**src/rtl/keystream_serialiser.sv**
```systemverilog
// keystream_serialiser: takes one WORDS x WORD_W keystream block through a
// valid/ready handshake and streams it out as OUT_W-bit beats.
// Word 0 goes first. BIG_ENDIAN chooses which end of each word leaves first.
// in_len truncates the block; 0 or any value above NBEATS means the whole block.
// Optional build macro: SERIALISER_BLK_CNT_EN adds a 32-bit blk_cnt output
// that counts completed (not flushed) blocks.
//
// state  | meaning
// IDLE   | no block held; in_ready high, out_valid low, out_data zero
// STREAM | presenting beat cnt of the held block; out_valid high
module keystream_serialiser #(
  parameter int WORDS      = 16,
  parameter int WORD_W     = 32,
  parameter int OUT_W      = 8,
  parameter int BIG_ENDIAN = 0,
  localparam int BPW       = WORD_W / OUT_W,
  localparam int NBEATS    = WORDS * BPW,
  localparam int LEN_W     = $clog2(NBEATS + 1)
) (
  input  logic                    clk,
  input  logic                    rst,
  input  logic [WORDS*WORD_W-1:0] in_block,
  input  logic [LEN_W-1:0]        in_len,
  input  logic                    in_valid,
  output logic                    in_ready,
  input  logic                    flush,
  output logic [OUT_W-1:0]        out_data,
  output logic                    out_valid,
  input  logic                    out_ready,
  output logic                    out_last
`ifdef SERIALISER_BLK_CNT_EN
  ,
  output logic [31:0]             blk_cnt
`endif
);

  typedef enum logic {IDLE, STREAM} state_t;

  state_t                  state, state_nxt;
  logic [WORDS*WORD_W-1:0] data_reg;
  logic [LEN_W-1:0]        cnt;
  logic [LEN_W-1:0]        len_reg;
  logic [LEN_W-1:0]        len_m1;
  logic [LEN_W-1:0]        len_clamped;
  logic [WORD_W-1:0]       word_sel;
  logic                    beat_acc;
  logic                    last_acc;
  logic                    load;
  int                      w_idx;
  int                      j_idx;
  int                      s_idx;

  // Zero or oversized lengths mean a full block.
  always_comb begin
    len_clamped = in_len;
    if (in_len == '0 || in_len > LEN_W'(NBEATS)) len_clamped = LEN_W'(NBEATS);
  end

  // Beat selection: word cnt/BPW, slice within the word set by BIG_ENDIAN.
  // Constant-index mux loops keep every select statically in range.
  always_comb begin
    w_idx    = int'(cnt) / BPW;
    j_idx    = int'(cnt) % BPW;
    s_idx    = (BIG_ENDIAN != 0) ? (BPW - 1 - j_idx) : j_idx;
    word_sel = '0;
    for (int i = 0; i < WORDS; i++) begin
      if (w_idx == i) word_sel = data_reg[i*WORD_W +: WORD_W];
    end
    out_data = '0;
    if (state == STREAM) begin
      for (int s = 0; s < BPW; s++) begin
        if (s_idx == s) out_data = word_sel[s*OUT_W +: OUT_W];
      end
    end
  end

  // Handshake decode; in_ready is low during reset and whenever flush is up.
  always_comb begin
    len_m1    = len_reg - LEN_W'(1);
    out_valid = (state == STREAM);
    out_last  = (state == STREAM) && (cnt == len_m1);
    beat_acc  = out_valid && out_ready;
    last_acc  = beat_acc && out_last;
    in_ready  = !rst && !flush && ((state == IDLE) || last_acc);
    load      = in_valid && in_ready;
  end

  // Next state: flush wins over a last-beat accept and over a pending load.
  always_comb begin
    state_nxt = state;
    case (state)
      IDLE:   if (load) state_nxt = STREAM;
      STREAM: begin
        if (flush)         state_nxt = IDLE;
        else if (last_acc) state_nxt = load ? STREAM : IDLE;
      end
    endcase
  end

  // State register.
  always_ff @(posedge clk or posedge rst) begin
    if (rst) state <= IDLE;
    else     state <= state_nxt;
  end

  // Block capture and beat counter; cnt returns to 0 whenever the block ends.
  always_ff @(posedge clk or posedge rst) begin
    if (rst) begin
      data_reg <= '0;
      len_reg  <= '0;
      cnt      <= '0;
    end else if (load) begin
      data_reg <= in_block;
      len_reg  <= len_clamped;
      cnt      <= '0;
    end else if (state == STREAM && (flush || last_acc)) begin
      cnt      <= '0;
    end else if (beat_acc) begin
      cnt      <= cnt + LEN_W'(1);
    end
  end

`ifdef SERIALISER_BLK_CNT_EN
  // Completed-block counter; a flushed block never reaches its counted last beat.
  always_ff @(posedge clk or posedge rst) begin
    if (rst)                    blk_cnt <= '0;
    else if (last_acc && !flush) blk_cnt <= blk_cnt + 32'd1;
  end
`endif

endmodule

```
**config.mk**
```make
export PLATFORM = sky130hd
export DESIGN_NAME = keystream_serialiser
export DESIGN_NICKNAME = d
export VERILOG_FILES = /design/src/rtl/keystream_serialiser.sv
export SDC_FILE = /design/constraint.sdc
export NUM_CORES = 1
export LEC_CHECK = 0
export CORE_MARGIN = 2
export CORE_UTILIZATION = 47
export DETAILED_ROUTE_END_ITERATION = 8
export GPL_TIMING_DRIVEN = 0
export MAX_ROUTING_LAYER = met4
export PLACE_DENSITY_LB_ADDON = 0.1
export RECOVER_POWER = 50
export SYNTH_ARGS = -nofsm -noshare
export SYNTH_HDL_FRONTEND = slang
export SYNTH_SLANG_ARGS = --single-unit
```
**constraint.sdc**
```tcl
create_clock -name clk -period 17.3 [get_ports clk]
set_input_delay 2.595 -clock clk [delete_from_list [all_inputs] [get_ports clk]]
set_output_delay 2.595 -clock clk [all_outputs]
set_load 0.005 [all_outputs]
```
==> impl_metrics.csv, run 1 <==
group,metric,value,unit
cts,clk_latency,660,ps
route,top_layer,"met4",
worst_setup_path,critPathCaptureType,"asynchronous set/reset pin",
cts,numCtsBuffers,55,
cts,htree_num_levels,2,
cts,cts_tree,"built",
die,die-width,236,um
route,drc,0,
worst_setup_path,cp_data_required_time,17770,ps
route,wl_per_cell,30.7,um
cts,cts_resized,0,
layout,final_nets,4146,
hold_path,hold_path.class,"flip-flop to flip-flop",
die,die_h,236,um
place,portBuffers,534,
cts,cts-hold-fix-buffers,0,
grt,grt_first_pass_wirelength,187000,um
logic_synthesis,avgSynthCellArea,8.42,um^2
logic_synthesis,synth_adder_area_share,0.00247,
sta,timing.final.crit_share,0.616,
power_and_ir_drop,powerDensity,105,nW/um^2
route,routed_via_density,6.18,
layout,largest_reg_flops,512,
place,dp_cells,4256,
place,gp_congestion,1.04,
grt,grt_pass1_vias,26600,
grt,grt_max_degree,45,
logic_synthesis,yosysSeqAreaShare,0.520,
sta,setup_violations,0,
sta,finalMaxSlewViolations,507,
route,ant_nets,0,
power_and_ir_drop,peakVddDrop,0.0965,mV
die,dieArea,55800,um^2
power_and_ir_drop,design_power_total,3530,uW
sta,hold_slack,475,ps
logic_synthesis,syn_nets,3541,
route,route.met2.wl,57000,um
status,violations,"max-capacitance violations, max-slew violations",
logic_synthesis,synth-simple-area-share,0.290,
route,via_count,26900,
logic_synthesis,synth_xor_area_frac,0.00449,
route,totalWireLength,134000,um
logic_synthesis,synth_top_family_by_area,"simple AND/OR/NAND/NOR gates",
die,rows,85,
logic_synthesis,synth-main-ff-cell,"dfrtp_1",
place,place_area,31900,um^2
route,met3_length,17100,um
layout,fill_cells,4537,
layout,design_area,33500,um^2
sta,rsz0062_at_grt,"no",
layout,multi_input_area,10600,um^2
logic_synthesis,async_flop_share,1.00,
route,drt-initial-drc-count,3659,
worst_setup_path,arrival,11130,ps
worst_setup_path,crit_type,"input port to asynchronous set/reset pin",
grt,overflow,0,
grt,antenna_found_initial,6,
sta,worst_pin_slew,2350,ps
logic_synthesis,synth_edf_count,0,
sta,final_hold_viol_count,0,
sta,tns,0,ps
route,drt-met1-wl,50400,um
logic_synthesis,synth.distinct_cells,84,
layout,final-seq-area,13200,um^2
cts,clk_pin_slew,60,ps
logic_synthesis,synthMuxAreaShare,0.00197,
cts,cts_sinks,527,
worst_setup_path,start_kind,"input port",
die,initial_core_util,0.473,
cts,clk_path_buf_depth,3,
layout,final_layout_size_suffix_gt1_frac,0.0801,
logic_synthesis,ys_ff_latch,527,
logic_synthesis,synth_cells,3012,
grt,grt.total_usage,0.490,
layout,syn2layout_area_growth,32.0,%
die,num_io_pins,535,
logic_synthesis,syn_area,25400,um^2
cts,clockRootBuffer,"clkbuf_16",
status,status,"finished with violations",
route,drtPass1Iterations,8,
sta,skew,29.2,ps
layout,fin_cells,4363,
place,hpwl,105000,um
logic_synthesis,synth_compound_area_frac,0.118,
cts,cts_setup_buffers,0,
flow_run,max-cap-violations,13,
sta,fin_crit,10660,ps
die,coreArea,53600,um^2
sta,max_freq,0.0938,GHz
logic_synthesis,yosysWarnings,0,
sta,max_slew_margin,-0.569,
worst_setup_path,crit_fanout,44,
power_and_ir_drop,leakagePower,0.0163,uW
layout make-up:
class                           count  area share
Sequential cell                   527       0.394
Multi-Input combinational cell   2271       0.315
Timing Repair Buffer              548       0.161
Clock buffer                       73      0.0458
Buffer                            193      0.0451
Tap cell                          696      0.0260
Clock inverter                     25     0.00901
Inverter                           21     0.00239
Antenna cell                        9    0.000673
cell usage after synthesis (13+ instances only):
library cell / instances / area [um^2]
nand3_1: 26 / 130
nand2_1: 1605 / 6020
a221oi_1: 18 / 158
nor3_1: 23 / 115
o21ai_1: 16 / 80.1
buf_6: 68 / 766
o22ai_1: 22 / 138
buf_2: 43 / 215
clkbuf_1: 16 / 60.1
nor2_1: 65 / 244
a22oi_1: 90 / 676
dfrtp_1: 527 / 13200
buf_4: 65 / 488
o211ai_1: 24 / 180
inv_1: 20 / 75.1
nand2b_1: 17 / 106
a31oi_1: 13 / 81.3
a21oi_1: 74 / 370
nand4_1: 14 / 87.6
o21ai_0: 52 / 260
critical path, cell delays in order:
cell and delay [ps]:
dlygate4sd3_1 590, clkinvlp_2 660, clkbuf_1 1620, clkbuf_1 1700, clkbuf_1 1660, clkbuf_1 1010
clkbuf_1 1210
cell usage in the layout (no fill, tap or decap), drive strengths merged, types with 10 or more instances in the layout:
cell type         n
clkdlybuf4s50   532
clkinv           14
nor2             80
a31oi            13
nand3            26
a21oi            74
a211oi           12
inv              23
nand4            14
nand2          1606
o211ai           24
nand3b           10
dfrtp           527
a22oi            90
o221ai           10
buf             170
nand2b           17
o21ai            68
nor3             25
clkbuf          110
a221oi           19
o22ai            22
cell families after synthesis:
logic type                 count (synthesis)
xor gates and xnor gates                  13
DFF                                      527
muxes                                      5
and+or+nand+nor                         1826
AOI/OAI and AO/OA                        422
buffers and inverters                    214
adders and majority gates                  5
report_power, final:
| part | switching (uW) | internal, uW |
|---|---|---|
| combinational | 337 | 264 |
| clock | 537 | 701 |
| sequential | 222 | 1470 |
final timing paths:
| kind | slack, ps | cells after the start | startpoint | end |
|---|---|---|---|---|
| max in group clk | 9520 | 9 | cnt[2]$_DFFE_PP0P_ | out_data[4] |
| worst max-delay path | 6640 | 7 | rst | data_reg[383]$_DFFE_PP0P_ |
| worst min register to register | 470 | 2 | data_reg[273]$_DFFE_PP0P_ | data_reg[273]$_DFFE_PP0P_ |
| worst max register to register | 13210 | 12 | len_reg[0]$_DFFE_PP0P_ | data_reg[450]$_DFFE_PP0P_ |
| min in group asynchronous | 2680 | 2 | rst | len_reg[5]$_DFFE_PP0P_ |
| worst min-delay path | 470 | 2 | data_reg[273]$_DFFE_PP0P_ | data_reg[273]$_DFFE_PP0P_ |
layer usage:
metal,vias to the layer above,global-route usage
li1,11100,-
met1,13200,0.622
met2,2190,0.699
met3,492,0.146
met4,0,0.276
met5,-,-
per-stage QoR:
stage	setup slack, ps	utilization
finish	6640	0.624
global route	5210	0.624
CTS	9910	0.629
detailed placement	10590	0.594
global placement	3040	0.589
floorplan	6450	-
(Power assumes the default switching activity.)
==> run 2: changes to the inputs <==
- clock period: 17.3 -> 9.3 ns (I/O delays scaled with it)
==> impl_metrics.csv, run 2 (same netlist as run 1, synthesis figures left out) <==
group,metric,value,unit
die,die_h,236,um
route,drc,0,
grt,grt.total_usage,0.485,
route,totalWireLength,133000,um
status,violations,"max-capacitance violations, max-slew violations",
worst_setup_path,reg2reg_from,"len_reg[0]$_DFFE_PP0P_",
route,via_count,26900,
power_and_ir_drop,powerDensity,195,nW/um^2
power_and_ir_drop,combPwrFrac,0.171,
worst_setup_path,crit_type,"flip-flop to output pin",
worst_setup_path,critPathCaptureType,"output pin",
grt,antenna_found_initial,12,
sta,setup_violations,0,
power_and_ir_drop,leakagePower,0.0163,uW
grt,overflow,0,
sta,tns,0,ps
layout,design_area,33600,um^2
power_and_ir_drop,internal_power,4520,uW
worst_setup_path,crit_fanout,10,
sta,skew,48.2,ps
layout,fill_cells,4505,
worst_setup_path,arrival,5220,ps
cts,clk_pin_slew,60,ps
worst_setup_path,r2r_slack,5180,ps
layout,multi_input_area,10600,um^2
flow_run,max-cap-violations,7,
worst_setup_path,path_cells,"buf_6 -> nor3b_2 -> nand2_1 -> o21ai_0 -> a31oi_1 -> a2111oi_0 -> a211o_1 -> o311ai_1 -> clkdlybuf4s50_1",
layout,most-common-layout-cells,"nand2_1 (1605), clkdlybuf4s50_1 (532), dfrtp_1 (527)",
worst_setup_path,max_stage_delay,1010,ps
route,ant_nets,0,
layout,syn2layout_area_growth,32.4,%
grt,grt_first_pass_wirelength,185000,um
die,dieArea,55800,um^2
cts,cts_setup_buffers,0,
power_and_ir_drop,p_seq_frac,0.479,
worst_setup_path,crit_path_end,"out_data[4]",
status,status,"finished with violations",
die,coreArea,53600,um^2
worst_setup_path,cp_data_required_time,7910,ps
sta,max_freq,0.151,GHz
sta,max_slew_margin,-0.682,
cts,clk_latency,650,ps
power_and_ir_drop,power_frac_clock,0.349,
cts,cts_tree,"built",
hold_path,hold_path.class,"flip-flop to flip-flop",
layout,final_common_cell,"nand2_1",
cts,cts_resized,0,
sta,fin_crit,6610,ps
place,place_area,31800,um^2
cts,numCtsBuffers,54,
place,hpwl,104000,um
worst_setup_path,crit_start,"cnt[2]$_DFFE_PP0P_",
power_and_ir_drop,peakVddDrop,0.173,mV
place,gp_congestion,1.03,
die,rows,85,
power_and_ir_drop,swShare,0.310,
route,drt-initial-drc-count,3648,
worst_setup_path,start_kind,"flip-flop",
sta,rsz0062_at_grt,"no",
cts,cts_sinks,527,
sta,finalMaxSlewViolations,276,
cts,htree_num_levels,2,
die,initial_core_util,0.473,
place,portBuffers,534,
layout,final_nets,4145,
route,wl_per_cell,30.5,um
die,num_io_pins,535,
cts,cts-hold-fix-buffers,0,
layout,final_layout_size_suffix_gt1_frac,0.0830,
hold_path,hold_path_depth,2,
sta,worst_pin_slew,2520,ps
cts,clk_path_buf_depth,3,
power_and_ir_drop,power.switching,2030,uW
sta,final_hold_viol_count,0,
sta,hold_slack,474,ps
layout,final-seq-area,13200,um^2
route,drtPass1Iterations,7,
worst_setup_path,r2r-end,"data_reg[432]$_DFFE_PP0P_",
grt,grt_max_degree,46,
route,routed_via_density,6.15,
grt,grt_pass1_vias,26200,
worst_setup_path,slowest_stage,"a2111oi_0",
worst_setup_path,reg2regPathDepth,12,
hold_path,min_from,"data_reg[273]$_DFFE_PP0P_",
layout,largest_reg_flops,512,
cts,clockRootBuffer,"clkbuf_16",
sta,timing.final.crit_share,0.711,
die,die-width,236,um
## run 2: power by group through the flow
| stage | Clock (uW) | Combinational [uW] | Sequential (uW) |
|---|---|---|---|
| floorplan | 0 | 581 | 2950 |
| global placement | 0 | 1040 | 3130 |
| detailed placement | 0 | 1090 | 3140 |
| CTS | 2270 | 1100 | 3110 |
| global route | 2370 | 1210 | 3150 |
| finish | 2290 | 1120 | 3140 |
## run 2: metrics by stage
step / power, uW / util / std cells / setup WS (ps)
6_report: 6550 / 0.626 / 4368 / 2690
5_1_grt: 6730 / 0.626 / 4368 / 2480
4_1_cts: 6480 / 0.628 / 4356 / 3070
3_5_place_dp: 4230 / 0.594 / 4255 / 3780
3_3_place_gp: 4170 / 0.589 / 4242 / -3760
2_1_floorplan: 3530 / - / 3012 / -346
## run 2: layout make-up
| type | count | share of cell area |
|---|---|---|
| diodes | 11 | 0.000820 |
| plain buffers | 193 | 0.0447 |
| multi-input cells | 2271 | 0.314 |
| clock buffers | 72 | 0.0462 |
| flip-flops and latches | 527 | 0.393 |
| clock inverters | 29 | 0.00872 |
| inverters | 21 | 0.00239 |
| repair buffers | 548 | 0.164 |
| well taps | 696 | 0.0259 |
## run 2: worst min-delay path by stage
stage                                      endpoint  slack [ps]
after global routing      data_reg[273]$_DFFE_PP0P_         480
after detailed placement  data_reg[398]$_DFFE_PP0P_         460
after floorplan           data_reg[242]$_DFFE_PP0P_         440
after CTS                 data_reg[398]$_DFFE_PP0P_         480
after global placement    data_reg[158]$_DFFE_PP0P_         460
final                     data_reg[273]$_DFFE_PP0P_         470
## run 2: critical path: cells and delay by family (launching register included)
kind / cells / cell delay (ps)
AO/OA/AOI/OAI: 5 / 2390
AND/OR/NAND/NOR: 2 / 1030
buffers and inverters: 2 / 740
flip-flops: 1 / 430
## run 2: layer usage
| layer | vias to the layer above | share of wire | GRT usage |
|---|---|---|---|
| met2 | 2164 | 0.43 | 0.694 |
| li1 | 11100 | - | - |
| met5 | - | 0 | - |
| met3 | 465 | 0.12 | 0.124 |
| met1 | 13100 | 0.39 | 0.625 |
| met4 | 0 | 0.070 | 0.279 |
